$ cat src/rtl/i2s_clip_player.sv
// Mono I2S clip player: streams a CLIP_LEN-entry sample buffer, one sample per
// 64-slot frame, duplicated to left and right, with mute and graceful stop.
module i2s_clip_player #(
   parameter int  CLIP_LEN    = 64,
   parameter int  SAMPLE_BITS = 16,
   localparam int AW          = $clog2(CLIP_LEN)
) (
   input  logic                   clk,
   input  logic                   rst,
   input  logic                   play_en,
   input  logic                   clip_valid,
   output logic [AW-1:0]          smp_addr,
   input  logic [SAMPLE_BITS-1:0] smp_data,
   output logic                   audio_I2S_bclk,
   output logic                   audio_I2S_pblrc,
   output logic                   audio_I2S_pbdat,
   output logic                   busy,
   output logic                   frame_pulse,
   output logic                   clip_wrap,
   output logic [15:0]            mute_cnt
);
   typedef enum logic [1:0] {IDLE, PREFETCH, PLAY, STOPPING} state_t;
   localparam logic [5:0] SB = 6'(SAMPLE_BITS);

   state_t                 state, state_nxt;
   logic [1:0]             div;
   logic [5:0]             slot, nxt_slot, bit_idx;
   logic [4:0]             half;
   logic                   pf_cnt, mute;
   logic [SAMPLE_BITS-1:0] sample, pending, bit_sel;
   logic                   running, frame_end, fetch_adv, fetch_lat;
   logic                   pf_done, stop_now, nxt_bit;

   // bclk and word select come straight off the divider/slot flops
   assign audio_I2S_bclk  = div[1];
   assign audio_I2S_pblrc = slot[5];

   always_ff @(posedge clk or posedge rst) begin
      if (rst) state <= IDLE;
      else     state <= state_nxt;
   end

   always_comb begin
      state_nxt = state;
      case (state)
         IDLE:     if (play_en && clip_valid) state_nxt = PREFETCH;
         PREFETCH: if (pf_cnt) state_nxt = PLAY;
         PLAY:     if (!play_en) state_nxt = STOPPING;
         STOPPING: if (play_en) state_nxt = PLAY;
                   else if (frame_end) state_nxt = IDLE;
         default:  state_nxt = IDLE;
      endcase
   end

   always_comb begin
      running   = (state == PLAY) || (state == STOPPING);
      frame_end = running && (div == 2'd3) && (slot == 6'd63);
      fetch_adv = running && (div == 2'd0) && (slot == 6'd63);
      fetch_lat = running && (div == 2'd2) && (slot == 6'd63);
      pf_done   = (state == PREFETCH) && pf_cnt;
      stop_now  = (state == STOPPING) && !play_en && frame_end;
      // bit for the slot about to start; one-bit I2S delay puts the MSB in slot 1
      nxt_slot  = slot + 6'd1;
      half      = nxt_slot[4:0];
      bit_idx   = SB - {1'b0, half};
      bit_sel   = SAMPLE_BITS'(1) << bit_idx;
      nxt_bit   = 1'b0;
      if (!mute && (half != 5'd0) && ({1'b0, half} <= SB))
         nxt_bit = |(sample & bit_sel);
   end

   always_ff @(posedge clk or posedge rst) begin
      if (rst) begin
         div             <= 2'd0;
         slot            <= 6'd0;
         pf_cnt          <= 1'b0;
         mute            <= 1'b0;
         sample          <= '0;
         pending         <= '0;
         smp_addr        <= '0;
         audio_I2S_pbdat <= 1'b0;
         busy            <= 1'b0;
         frame_pulse     <= 1'b0;
         clip_wrap       <= 1'b0;
         mute_cnt        <= 16'd0;
      end else begin
         busy        <= (state_nxt != IDLE);
         frame_pulse <= 1'b0;
         clip_wrap   <= 1'b0;
         case (state)
            IDLE: begin
               div             <= 2'd0;
               slot            <= 6'd0;
               pf_cnt          <= 1'b0;
               smp_addr        <= '0;
               audio_I2S_pbdat <= 1'b0;
            end
            PREFETCH: begin
               pf_cnt <= 1'b1;
               if (pf_done) begin
                  sample      <= smp_data;
                  mute        <= 1'b0;
                  frame_pulse <= 1'b1;
               end
            end
            default: begin
               div <= div + 2'd1;
               if (div == 2'd3) begin
                  slot            <= nxt_slot;
                  audio_I2S_pbdat <= nxt_bit;
               end
               if (fetch_adv) begin
                  smp_addr  <= smp_addr + AW'(1);
                  clip_wrap <= &smp_addr;
               end
               if (fetch_lat) pending <= smp_data;
               // the mute decision is taken once per frame so a mid-frame drop is ignored
               if (frame_end) begin
                  if (stop_now) smp_addr <= '0;
                  else begin
                     sample      <= pending;
                     mute        <= !clip_valid;
                     frame_pulse <= 1'b1;
                     if (!clip_valid && (mute_cnt != 16'hFFFF))
                        mute_cnt <= mute_cnt + 16'd1;
                  end
               end
            end
         endcase
      end
   end
endmodule

$ cat config.mk
export PLATFORM = sky130hd
export DESIGN_NAME = i2s_clip_player
export DESIGN_NICKNAME = d
export VERILOG_FILES = /design/src/rtl/i2s_clip_player.sv
export SDC_FILE = /design/constraint.sdc
export NUM_CORES = 1
export LEC_CHECK = 0
export ABC_AREA = 1
export BUFFER_PORTS_ARGS = -buffer_cell sky130_fd_sc_hd__buf_2
export CAP_MARGIN = 20
export CELL_PAD_IN_SITES_DETAIL_PLACEMENT = 0
export CELL_PAD_IN_SITES_GLOBAL_PLACEMENT = 1
export CORE_MARGIN = 4
export CORE_UTILIZATION = 25
export DETAILED_ROUTE_END_ITERATION = 8
export PLACE_DENSITY_LB_ADDON = 0.1
export REMOVE_ABC_BUFFERS = 1
export SLEW_MARGIN = 25
export SYNTH_ARGS = -nofsm -noshare
export SYNTH_HDL_FRONTEND = slang
export SYNTH_SLANG_ARGS = --single-unit
$ cat constraint.sdc
create_clock -name clk -period 2.5 [get_ports clk]
set_input_delay 0.125 -clock clk [delete_from_list [all_inputs] [get_ports clk]]
set_output_delay 0.125 -clock clk [all_outputs]
set_load 0.005 [all_outputs]
; ---- Yosys cells after proc, flatten, opt, wreduce, memory -nomap -nowiden
; Index checks and enable logic that the tools add are counted.
[word_totals]
ff_bits = 70
in_bits = 20
output_inout_bits = 28
[classes]
addsub = 5
n_lt_le_gt_ge = 1
eq_ne = 9
n_shift = 1
n_mux = 31
n_bitwise = 5
n_reduce_logical = 31
[op_table]
columns = op, n
row1 = two-way mux 16 bit, 3
row2 = case mux 16 bit (2 select lines), 1
row3 = two-way mux 6 bit, 4
row4 = case mux 6 bit (2 select lines), 2
row5 = adder 16 x 1 -> 16 bit (second input constant), 1
row6 = AND 16 bit, 1
row7 = != test 16 bit (second input constant), 1
row8 = OR reduction 16 bit, 1
row9 = << shifter 1 x 6 -> 16 bit (first input constant), 1
row10 = logical AND 1 bit, 13
row11 = adder 6 x 1 -> 6 bit (second input constant), 2
row12 = two-way mux 1 bit, 10
row13 = two-way mux 2 bit, 5
row14 = equality test 2 bit (second input constant), 4
row15 = case mux 1 bit (2 select lines), 4
row16 = case mux 2 bit (4 select lines), 1
row17 = AND reduction 4 bit, 2
row18 = nonzero test 2 bit, 4
row19 = equality test 6 bit (second input constant), 1
row20 = AND reduction 6 bit, 1
row21 = subtractor 5 x 5 -> 6 bit (first input constant), 1
row22 = less-or-equal comparator 5 bit (second input constant), 1
row23 = nonzero test 5 bit, 1
row24 = logical NOT 2 bit, 2
row25 = 10 further kinds, 16

; ---- Longest topological paths before layout
[depth]
word_depth = 8
ltp_mapped = 15
depth_no_buf = 15

; ---- Least setup slack after synthesis
; OpenSTA, ideal clock, no wires.
[synth_timing]
path_type = flip-flop to flip-flop
from = register slot[0]
to = register audio_I2S_pbdat
setup_ns = 0.116
arrival_ns = 1.612
required_time_ns = 2.384
setup_slack_ns = 0.771
path_stages_with_launch = 14
n_path_buf = 0
cell_sequence = dfrtp_1 > ha_1 > nand2_1 > nor2_2 > nand2_1 > nand2_1 > inv_1 > ha_1 > inv_1 > a21oi_1 > o21ai_0 > nand2_1 > nand2_1 > nand2_1
[synth_between]
elab_chain_cells = 8
word_cells_on_any_way = 12
classes_between = 2 x add/sub / 1 x order compare / 1 x shift / 3 x mux / 1 x bitwise / 4 x reduce/logical
[synth_lines]
columns = element, line_no
row1 = from (decl), 27  ; logic [5:0] slot, nxt_slot, bit_idx;
row2 = from (signal assigned), 109  ; slot <= nxt_slot;
row3 = adder 6 x 1 -> 6 bit (*), 63  ; nxt_slot = slot + 6'd1;
row4 = subtractor 5 x 5 -> 6 bit, 65  ; bit_idx = SB - {1'b0, half};
row5 = << shifter 1 x 6 -> 16 bit, 66  ; bit_sel = SAMPLE_BITS'(1) << bit_idx;
row6 = AND 16 bit, 69  ; nxt_bit = |(sample & bit_sel);
row7 = OR reduction 16 bit, 69
row8 = two-way mux 1 bit (*), 68  ; if (!mute && (half != 5'd0) && ({1'b0, half} <= SB))
row9 = two-way mux 1 bit (*), 108  ; if (div == 2'd3) begin
row10 = case mux 1 bit (2 select lines) (*), 90  ; case (state)
row11 = to (signal assigned), 110  ; audio_I2S_pbdat <= nxt_bit;
row12 = to (decl), 16  ; output logic audio_I2S_pbdat,
; Every way passes the cells marked *; elsewhere a longest branch is shown, timed or not. The select of a mux whose other input is x is not followed.
; A chain may end at the register's enable or synchronous reset.

; ---- Worst setup path after layout
[layout_timing]
from = register slot[0]
to = register sample[1]
[layout_between]
elab_chain_cells = 5
word_cells_on_any_way = 6
classes_between = 2 x eq/ne / 4 x reduce/logical
[layout_lines]
columns = element, line_no
row1 = equality test 6 bit (*), 57  ; frame_end = running && (div == 2'd3) && (slot == 6'd63);
row2 = logical AND 1 bit (*), 57
row3 = logical AND 1 bit, 61  ; stop_now = (state == STOPPING) && !play_en && frame_end;
row4 = != test 2 x 1 -> 1 bit (no line), n/a
row5 = AND reduction 4 bit (no line) (*), n/a
row6 = to (signal assigned), 101  ; sample <= smp_data;
row7 = to (signal assigned), 121  ; sample <= pending;
row8 = to (decl), 30  ; logic [SAMPLE_BITS-1:0] sample, pending, bit_sel;
; Every way passes the cells marked *; elsewhere a longest branch is shown, timed or not.

==> reports/results.ini <==
[clocking]
hold_buffers = 1
clk_latency_ns = 0.34
clockRootBuffer = clkbuf_16
htreeDepth = 3
path_clk_slew_ns = 0.05
clkSinkCount = 70
cts_made_buffers = 9
cts_buffer_depth = 2
cts_tree = done
post_cts_resized = 0
post_cts_buffers = 0

[critical_path]
slowest_delay_ns = 0.45
start_kind = flip-flop
crit_chain = ha_1 -> nand2_1 -> nor2_2 -> nand3_2 -> clkinv_2 -> nand2_2 -> nand2_1 -> nand2_1 -> inv_2 -> o211ai_1 -> o21ai_0
critPathKind = flip-flop to flip-flop
cp.depth = 11
cpMostUsedCell = nand2_1
endpoint_kind = flip-flop
required_ns = 2.75
cp_max_fo = 33
crit_buf_inv = 2
cpLargestDelayFamily = simple AND/OR/NAND/NOR gates
cp.arrival_ns = 2.36
reg2reg_slack_ns = 0.39
cpMaxStageDelayCell = dfrtp_1
ff2ff_path_depth = 11

[place]
dpl_cell_area_um2 = 4130
port-buffer-count = 47
dpl.hpwl_um = 6460
gp_routability_congestion = 0.738

[detailed_routing]
drc = 0
wl_per_cell_um = 13.2
vias = 2974
vias_per_cell = 4.37
drt-pass1-iter-count = 4
postRouteWirelength_um = 9010
detail-route-antenna-nets = 0
drt-initial-drc-count = 117

[timing]
hold_viol_final = 0
holdWs_ns = 0.0352
fin_crit_sh_pct = 84.3
relSlewSlack_pct = 57.5
finalClockSkew_ns = 0.00269
fin_crit_ns = 2.11
max_freq_ghz = 0.474
drv_slew = 0
tightest_slew_ns = 0.632
setup_viol = 0
rsz0062_at_grt = no
finalSetupTns_ns = 0

[grt]
grt.total_usage_pct = 11.8
grt_pass1_wl_um = 15400
grt_pass1_vias = 3054
busiest_layer = met2
grt_max_degree = 71
met1_usage_pct = 16.3
antenna_found_initial = 0
grt-ovfl-total = 0
gr-usage-met3_pct = 2.68
use_met2_pct = 17.5

[power]
p_leak_nw = 2.17
vdd_drop_max_uv = 287
powerDensity_nw_per_um2 = 537
power.total_mw = 2.36

[synthesis]
synth_top_family_by_area = simple AND/OR/NAND/NOR gates
synth_compound_area_share_pct = 11.1
ys_async_sr_fraction_pct = 100
synth_fa_ha_area_share_pct = 2.72
synth_simple_gate_area_share_pct = 23.9
yosysWarnings = 0
yosysMostFrequentCell = nand2_1
synth.largest_area_cell = dfrtp_1
syn_avg_cell_area_um2 = 8.37
ys_top_cells_by_count = nand2_1, dfrtp_1, inv_1
synth_flop_cell = dfrtp_1
synth_seq_area_share_pct = 47.7
ys_seq_elements = 70
synth.area.mux_share_pct = 2.11
syn_inst = 439
synth_top_area_share_pct = 47.7
synth_area_leaders = dfrtp_1, nand2_1, inv_1, o21ai_0, nor2_1
synth_edf_count = 0
syn_area_um2 = 3670
synthXorXnorAreaFrac_pct = 4.05
yosysUniqueCellTypes = 38

[floorplanning]
die_y_um = 129
die_w_um = 129
pin_count = 48
rows = 44
start_util_pct = 25.4
die_area_um2 = 16700
core-area_um2 = 14500

[cells_and_area]
n_antenna_cell = 0
final_util_pct = 30.3
nFillCells = 1587
fin_nets = 521
drive_gt1_share_pct = 18.9
design_area_um2 = 4390
syn_to_final_growth_pct = 19.4

[job]
cap_violations = 0

[hold_path]
worstHoldPathCells = 2
holdCritPathClass = input pin to flip-flop

[run_status]
status = completed

==> power breakdown <==
| part | switching, mW | internal (mW) |
|---|---|---|
| Clock | 0.472 | 0.664 |
| Combinational | 0.0439 | 0.0270 |
| Sequential | 0.00708 | 1.14 |
==> kinds of logic (layout without fill, tap and decap cells) <==
group	count (synthesis)	count (layout)
AND/OR/NAND/NOR	196	196
buffers and inverters	72	130
flip-flops	70	70
AO/OA/AOI/OAI	69	69
XOR/XNOR	17	17
adder cells (fa/ha/maj)	8	8
multiplexers	7	7
==> registers in the layout (all words and copies together) (netlist names), 2 cells and up <==
signal / flops
div: 2
pending: 16
slot: 6
state: 2
smp_addr: 6
mute_cnt: 16
sample: 16
==> final cells by class <==
| class | count | area, um2 | share of cell area (%) |
|---|---|---|---|
| Clock buffer | 13 | 240 | 5.48 |
| Clock inverter | 2 | 10.0 | 0.228 |
| Inverter | 60 | 229 | 5.22 |
| Multi-Input combinational cell | 297 | 1610 | 36.8 |
| Sequential cell | 70 | 1750 | 39.9 |
| Tap cell | 184 | 230 | 5.25 |
| Timing Repair Buffer | 55 | 310 | 7.08 |
==> per-stage QoR <==
step | instances | setup WS, ns
after floorplan | 427 | 0.116
after global placement | 665 | 0.410
after detailed placement | 665 | 0.328
after CTS | 681 | 0.321
after global routing | 681 | 0.0202
final | 681 | 0.392
==> layout by cell type (no fill, tap or decap), drive strengths merged <==
cell and instances:
nand2 119, dfrtp 70, inv 59, buf 54, o21ai 41, nor2 33
nand3 17, nand4 14, clkbuf 13, o211ai 11, nor3 10, xnor2 9
xor2 8, ha 8, o22ai 7, mux2 6, a31oi 6, a21oi 3
clkinv 3, nor4 3, o31ai 1, mux2i 1, dlygate4sd3 1
==> layer usage <==
layer | routed length (um) | vias up
li1 | - | 1539
met1 | 4560 | 1370
met2 | 3910 | 52
met3 | 357 | 13
met4 | 188 | 0
met5 | 0 | -
==> worst paths after layout <==
kind,startpoint,to
worst max-delay path,slot[0]$_DFFE_PP0P_,sample[1]$_DFFE_PP0P_
worst min-delay path,smp_data[4],pending[4]$_DFFE_PP0P_
worst max register to register,slot[0]$_DFFE_PP0P_,sample[1]$_DFFE_PP0P_
worst min register to register,pending[5]$_DFFE_PP0P_,pending[5]$_DFFE_PP0P_
max in group asynchronous,rst,mute_cnt[10]$_DFFE_PP0P_
min in group asynchronous,rst,pending[3]$_DFFE_PP0P_
Power figures use the tool's default switching activity.
